`config.mk`:
```
export PLATFORM = sky130hd
export DESIGN_NAME = conv_1x1_weight_streamer
export DESIGN_NICKNAME = d
export VERILOG_FILES = /design/src/rtl/conv_1x1_pkg.sv /design/src/rtl/conv_1x1_credit_counter.sv /design/src/rtl/conv_1x1_weight_streamer.sv
export SDC_FILE = /design/constraint.sdc
export NUM_CORES = 1
export LEC_CHECK = 0
export ABC_AREA = 1
export CORE_ASPECT_RATIO = 1.1
export CORE_MARGIN = 1
export CORE_UTILIZATION = 30
export DETAILED_ROUTE_END_ITERATION = 6
export PLACE_DENSITY = 0.66
export SYNTH_ARGS = -nofsm -noshare
export SYNTH_HDL_FRONTEND = slang
export SYNTH_SLANG_ARGS = --single-unit
```
`constraint.sdc`:
```
create_clock -name clk -period 3.45 [get_ports clk]
set_clock_uncertainty 0.2 [all_clocks]
set_input_delay 0.69 -clock clk [delete_from_list [all_inputs] [get_ports clk]]
set_output_delay 0.69 -clock clk [all_outputs]
set_load 0.05 [all_outputs]
```
`src/rtl/conv_1x1_pkg.sv`:
```
// Shared state encoding, default parameters and sizing helper for the 1x1 conv weight streamer.
package conv_1x1_pkg;

  typedef enum logic [1:0] {
    ST_IDLE  = 2'd0,
    ST_FETCH = 2'd1,
    ST_DRAIN = 2'd2
  } state_t;

  localparam int DEF_DATA_WIDTH  = 32;
  localparam int DEF_NUM_WEIGHTS = 64;
  localparam int DEF_ADDR_WIDTH  = 6;
  localparam int DEF_FIFO_DEPTH  = 16;

  // Counter width able to hold the full range 0..depth inclusive.
  function automatic int credit_width(input int depth);
    return $clog2(depth + 1);
  endfunction

endpackage

```
`src/rtl/conv_1x1_credit_counter.sv`:
```
// Credit counter for the downstream weight buffer: saturates at DEPTH, never underflows.
module conv_1x1_credit_counter
  import conv_1x1_pkg::*;
#(
  parameter int DEPTH = DEF_FIFO_DEPTH,
  parameter int CW    = credit_width(DEPTH)
) (
  input  logic          clk,
  input  logic          reset,
  input  logic          inc,
  input  logic          dec,
  output logic [CW-1:0] count,
  output logic          full
);

  logic inc_ok;
  logic dec_ok;

  assign full   = (count == CW'(DEPTH));
  assign inc_ok = inc && !full;
  assign dec_ok = dec && (count != '0);

  // Simultaneous inc and dec cancel; a dec at zero is dropped.
  always_ff @(posedge clk or negedge reset) begin
    if (!reset) begin
      count <= '0;
    end else if (inc_ok && !dec_ok) begin
      count <= count + 1'b1;
    end else if (dec_ok && !inc_ok) begin
      count <= count - 1'b1;
    end
  end

endmodule

```
`src/rtl/conv_1x1_weight_streamer.sv`:
```
// Streams NUM_WEIGHTS words from weight memory into a credit-limited buffer.
// Optional WEIGHT_STREAMER_LOOP_EN adds a loop input for back-to-back passes.
//
// state    | meaning
// ST_IDLE  | waiting for start; credits still track load_weights
// ST_FETCH | issuing reads 0..NUM_WEIGHTS-1 whenever credits allow
// ST_DRAIN | all reads issued; waiting for the last word to leave the pipe
module conv_1x1_weight_streamer
  import conv_1x1_pkg::*;
#(
  parameter int DATA_WIDTH  = DEF_DATA_WIDTH,
  parameter int NUM_WEIGHTS = DEF_NUM_WEIGHTS,
  parameter int ADDR_WIDTH  = DEF_ADDR_WIDTH,
  parameter int FIFO_DEPTH  = DEF_FIFO_DEPTH
) (
  input  logic                  clk,
  input  logic                  reset,
  input  logic                  start,
`ifdef WEIGHT_STREAMER_LOOP_EN
  input  logic                  loop,
`endif
  output logic                  mem_rd_en,
  output logic [ADDR_WIDTH-1:0] mem_addr,
  input  logic [DATA_WIDTH-1:0] mem_data,
  output logic [DATA_WIDTH-1:0] out,
  output logic                  valid_out,
  input  logic                  load_weights,
  output logic                  busy,
  output logic                  done
);

  localparam int CW = credit_width(FIFO_DEPTH);

  state_t          state_q, state_d;
  logic [CW-1:0]   credit_count;
  logic            credit_full;
  logic            credit_dec;
  logic            last_rd;
  logic            loop_now;
  logic            rd_d1;
  logic            last_d1;

`ifdef WEIGHT_STREAMER_LOOP_EN
  assign loop_now = loop;
`else
  assign loop_now = 1'b0;
`endif

  assign mem_rd_en  = (state_q == ST_FETCH) && !credit_full;
  assign last_rd    = mem_rd_en && (mem_addr == ADDR_WIDTH'(NUM_WEIGHTS - 1));
  assign credit_dec = load_weights && (credit_count != '0);
  assign busy       = (state_q != ST_IDLE);

  conv_1x1_credit_counter #(
    .DEPTH (FIFO_DEPTH),
    .CW    (CW)
  ) u_credit (
    .clk   (clk),
    .reset (reset),
    .inc   (mem_rd_en),
    .dec   (credit_dec),
    .count (credit_count),
    .full  (credit_full)
  );

  always_ff @(posedge clk or negedge reset) begin
    if (!reset) begin
      state_q <= ST_IDLE;
    end else begin
      state_q <= state_d;
    end
  end

  // A done that coincides with another pass end still in the pipe is not the final one.
  always_comb begin
    state_d = state_q;
    case (state_q)
      ST_IDLE: begin
        if (start) state_d = ST_FETCH;
      end
      ST_FETCH: begin
        if (last_rd && !loop_now) state_d = ST_DRAIN;
      end
      ST_DRAIN: begin
        if (done && !last_d1) state_d = ST_IDLE;
      end
      default: state_d = ST_IDLE;
    endcase
  end

  always_ff @(posedge clk or negedge reset) begin
    if (!reset) begin
      mem_addr <= '0;
    end else if (mem_rd_en) begin
      mem_addr <= last_rd ? '0 : mem_addr + 1'b1;
    end
  end

  // Read strobe and pass-end marker travel two stages alongside the data.
  always_ff @(posedge clk or negedge reset) begin
    if (!reset) begin
      rd_d1     <= 1'b0;
      last_d1   <= 1'b0;
      valid_out <= 1'b0;
      done      <= 1'b0;
      out       <= '0;
    end else begin
      rd_d1     <= mem_rd_en;
      last_d1   <= last_rd;
      valid_out <= rd_d1;
      done      <= last_d1;
      if (rd_d1) out <= mem_data;
    end
  end

endmodule
```
Word level (Yosys, flattened, before mapping)
Cells that the tools add are included.
- flip-flop bits (word level): 49
- muxes and demuxes: 7
- reduce and logical (&&, ||, !) cells: 17
- $add $sub $neg: 3
- equal/unequal tests: 7
- operators by type and width (operator ; number):
    $mux 5 ; 2
    $logic_and 1x1->1 ; 8
    $add 6x1->6 const B ; 1
    $eq 6x6->1 const B ; 1
    $mux 2 ; 3
    $mux 6 ; 1
    $ne 2x2->1 const B ; 3
    $pmux 2 s3 ; 1
    $add 5x1->5 const B ; 1
    $eq 5x5->1 const B ; 1
    $reduce_bool 5->1 ; 1
    $sub 5x1->5 const B ; 1
    $logic_not 1->1 ; 4
    $reduce_bool 2->1 ; 2
    $reduce_and 3->1 ; 1
    $eq 2x1->1 const B ; 1
    $eq 2x2->1 const B ; 1
    $logic_not 2->1 ; 1

Longest topological paths before layout
- word-level depth: 8
- depth in mapped cells: 13

By module
A second synthesis with hierarchy kept.
- cell total of the unflattened synthesis: 192
- area total of the unflattened synthesis: 2142.1 um2
- by module, submodules not included (module ; instances ; cells an instance ; area each (um2)):
    conv_1x1_weight_streamer ; 1 ; 139 ; 1766.7
    conv_1x1_credit_counter ; 1 ; 53 ; 375.4

Worst setup path before layout
Ideal clock, no wire load.
- kind: register to register
- start point: register u_credit.count[0]
- end point: register u_credit.count[4]
- buffers on the path: 0
- path slack: 1.116 ns
- data required time: 3.134 ns
- stages on the path, launching flop included: 14
- data arrival time: 2.018 ns
- cells stage by stage: dfrtp_1 -> nor2_1 -> nand3_1 -> nand2_4 -> inv_2 -> ha_1 -> inv_1 -> ha_1 -> a21oi_1 -> nand2_1 -> nand2_1 -> nand2_1 -> nand2_1 -> nand2_1
- longest elaborated chain between the ends: 7
- elaborated cells between the ends (all ways): 16
- those cells by class: add/sub: 2; eq/ne: 1; mux: 2; reduce/logical: 11
- RTL lines (element ; line ; text):
    start: declaration ; conv_1x1_credit_counter.sv:12 ; output logic [CW-1:0] count,
    start signal: assignment ; conv_1x1_credit_counter.sv:28 ; count <= count + 1'b1;
    start signal: assignment ; conv_1x1_credit_counter.sv:30 ; count <= count - 1'b1;
    $eq 5x5->1 * ; conv_1x1_credit_counter.sv:19 ; assign full = (count == CW'(DEPTH));
    $logic_not 1->1 * ; conv_1x1_weight_streamer.sv:49 ; assign mem_rd_en = (state_q == ST_FETCH) && !credit_full;
    $logic_and 1x1->1 * ; conv_1x1_weight_streamer.sv:49 ;
    named net mem_rd_en ; conv_1x1_weight_streamer.sv:22 ; output logic mem_rd_en,
    $logic_and 1x1->1 * ; conv_1x1_credit_counter.sv:20 ; assign inc_ok = inc && !full;
    $logic_not 1->1 ; conv_1x1_credit_counter.sv:29 ; end else if (dec_ok && !inc_ok) begin
    $logic_and 1x1->1 ; conv_1x1_credit_counter.sv:29 ;
    $reduce_bool 2->1 (no source line) ; n/a ;
Mark *: on every way through the listed nets, which the timed path passes. The rest lies on a longest branch. The select of a mux whose other input is x is not followed.
A chain may end at the register's enable or synchronous reset.

Worst setup path after layout
- start point: register u_credit.count[0]
- end point: output mem_rd_en
- longest elaborated chain between the ends: 3
- RTL lines (element ; line):
    $eq 5x5->1 ; conv_1x1_credit_counter.sv:19
    $logic_not 1->1 ; conv_1x1_weight_streamer.sv:49
    $logic_and 1x1->1 ; conv_1x1_weight_streamer.sv:49
    end: declaration ; conv_1x1_weight_streamer.sv:22
Every way passes these cells.

==> summary.md <==
| Metric | Value |
|---|---|
| Initial antenna violation count | 0 |
| Final Core Density | 45.27% |
| Syn_area_per_cell | 12.27 µm² |
| Outcome | finished, final reports clean |
| Placer Congestion | 0.7163 |
| Worst Setup Start Kind | flip-flop |
| TritonCTS Sinks | 49 |
| Final TNS setup | 0 ns |
| Core ar. | 6671 µm² |
| Final Hold Viols | 0 |
| Synthesis Warnings | 0 |
| Root Buffer | clkbuf_8 |
| Leak | 1.292 nW |
| Initial DRC count | 25 |
| RSZ-0062 raised after global routing | false |
| Worst Setup EP | mem_rd_en |
| Via density | 4.479 |
| Final Slew Violations | 0 |
| Gr ovfl total | 0 |
| CTS buffer count | 5 |
| Async set-reset flop share out of synthesis | 100.0% |
| H-Tree Depth | 2 |
| CP Capture Type | output pin |
| Max Cap Viol | 0 |
| Post-Route WL | 4.070 mm |
| Reg2Reg Capture Point | u_credit.count[4] |
| Distinct cells, synth | 24 |
| Largest net degree at the start of global routing | 50 |
| Synth area leaders | dfrtp_1 (59%), mux2_1 (17%), nand2_1 (5.0%) |
| Top Ports | 78 |
| DIE AREA | 7290 µm² |
| Peak supply drop | 0.0004912 V |
| DRC viols | 0 |
| Worst slew pin tran | 1.064 ns |
| CTS tree | done |
| Synth Net Count | 212 |
| Die extent in x | 81.50 µm |
| Initial core utilization | 31.26% |
| FP Rows | 31 |
| Port-buffer cells | 77 |
| CP Max Fanout | 9 |
| Vias | 1496 |
| GRT Total Usage | 11.90% |
| Die Ht | 89.45 µm |
| Pre-CTS setup slack | 0.8107 ns |
| CP Class | reg -> out |
| DR WL/cell | 12.19 µm |
| Clk_lat worst skew | 0.30 ns |
| Clock tree buffer depth | 2 |
| First drt pass iteration count | 4 |
| Tot Pwr | 2.971 mW |
| Primary FF master, synth | dfrtp_1 |
| Required time of the critical path | 2.56 ns |
| Synthesized area | 2086 µm² |
| Commonest cells post-synth | dfrtp_1 (49), mux2_1 (32), nand2_1 (28) |
| Min-Delay Path Class | reg -> reg |
| Clk slew on worst S/H paths | 0.09 ns |
| Post-Syn Instances | 170 |
| FMAX | 0.3457 GHz |
| N_diodes | 0 |
| Relative slew slack | 29.06% |
| Fill cells | 636 |
| First-pass GRT wire length | 6.499 mm |
| Synth Register Bits | 49 |
| Post-synthesis sequential area ratio | 58.79% |
| Area grow syn2layout | 44.81% |
| Final setup fails | 0 |
| Cts hold-fix bufs | 0 |
| Post-CTS sizing | 0 |
| Tcrit/Tclk final | 83.85% |
| Share of cells above drive strength 1 | 8.730% |
| Pwr dens | 983.7 nW/µm² |
| Post-CTS Setup Inserts | 0 |
| Area share of the largest cell type after synthesis | 58.79% |
| Crit. Startpoint | u_credit.count[0] |
| Post-route ant nets | 0 |
| Vias in the first global route | 1461 |
| Reg2Reg Depth | 13 |
| Worst hold path depth | 0 |
| Synth area leader | dfrtp_1 |
| Critical Path AT | 2.00 ns |
| Cell with the most instances after synthesis | dfrtp_1 |
| Worst R2R Start | u_credit.count[0] |
| Reg2reg setup slack | 1.07 ns |
| Final Worst Setup Slack | 0.5573 ns |
| HPWL after detailed placement | 3.016 mm |
| Post-synth EDFFs | 0 |
| Post-layout nets | 293 |
| Tmin final | 2.893 ns |
==> how the worst min path moves through the flow <==
stage                        from         to
final                     last_d1       done
after global placement    last_d1       done
after CTS                 last_d1       done
after floorplan             rd_d1  valid_out
after global routing      last_d1       done
after detailed placement  last_d1       done
==> kinds of logic after synthesis <==
logic type,after synthesis,synth area share (%)
compound gates,11,2.880
xor+xnor,4,1.680
fa+ha+maj,6,3.959
buf+inv,15,3.299
flops,49,58.79
mux,32,17.28
simple gates,53,12.12
==> flip-flops by register name (all words and copies together) (netlist names) <==
register        flops
out                32
done                1
last_d1             1
rd_d1               1
valid_out           1
state_q             2
u_credit.count      5
mem_addr            6
==> stage by stage <==
step	hold WS, ns	cells	area [µm²]
floorplan	0.1487	170	2086
global placement	0.1623	326	2934
detailed placement	0.1656	326	2934
CTS	0.1743	334	3020
global route	0.1842	334	3020
finish	0.1747	334	3020
==> power breakdown <==
| group | switching, mW | total [mW] | leakage, nW | internal [mW] |
|---|---|---|---|---|
| Clock | 0.188 | 0.329 | 0.0439 | 0.140 |
| Combinational | 1.05 | 1.67 | 0.672 | 0.627 |
| Sequential | 0.191 | 0.971 | 0.575 | 0.780 |
| Total | 1.42 | 2.97 | 1.29 | 1.55 |
==> layer usage <==
layer / wire (µm) / GRT usage (%) / vias up
met5: 0 / 0 / -
met4: 53 / 4.383 / 0
met3: 265 / 3.163 / 5
met2: 2063 / 20.91 / 45
met1: 1688 / 13.79 / 720
li1: - / - / 726
==> final cells by class <==
class                           instances  area (µm²)  area share (%)
Sequential cell                        49        1226           40.60
Multi-Input combinational cell        106       790.8           26.18
Timing Repair Buffer                   78       773.2           25.60
Inverter                               11       41.29           1.367
Clock inverter                          3       17.52          0.5799
Tap cell                               82       102.6           3.397
Clock buffer                            5       68.82           2.278
==> layout by cell type, fill, tap and decap left out <==
master / count
clkdlybuf4s50_1: 76
clkbuf_8: 5
o21ai_1: 4
o21bai_1: 1
nand4_1: 3
a21oi_1: 4
o211ai_1: 1
nor2_2: 1
nand2_1: 28
ha_1: 5
inv_1: 6
clkinvlp_4: 1
xnor2_1: 3
nor2_1: 7
dfrtp_1: 49
buf_4: 1
nand2_4: 1
nand3_2: 1
o21ai_0: 1
nand3_1: 8
mux2_1: 32
fa_1: 1
nand2_2: 2
xor2_1: 1
clkinv_2: 2
nor2_4: 2
inv_2: 5
buf_2: 1
==> critical path: stages (launching register included) <==
cell	delay [ns]
dfrtp_1	0.43
nor2_1	0.08
nand3_1	0.13
nand2_4	0.10
inv_2	0.14
clkdlybuf4s50_1	0.82
Note: power is estimated with default switching activity, not from simulation.
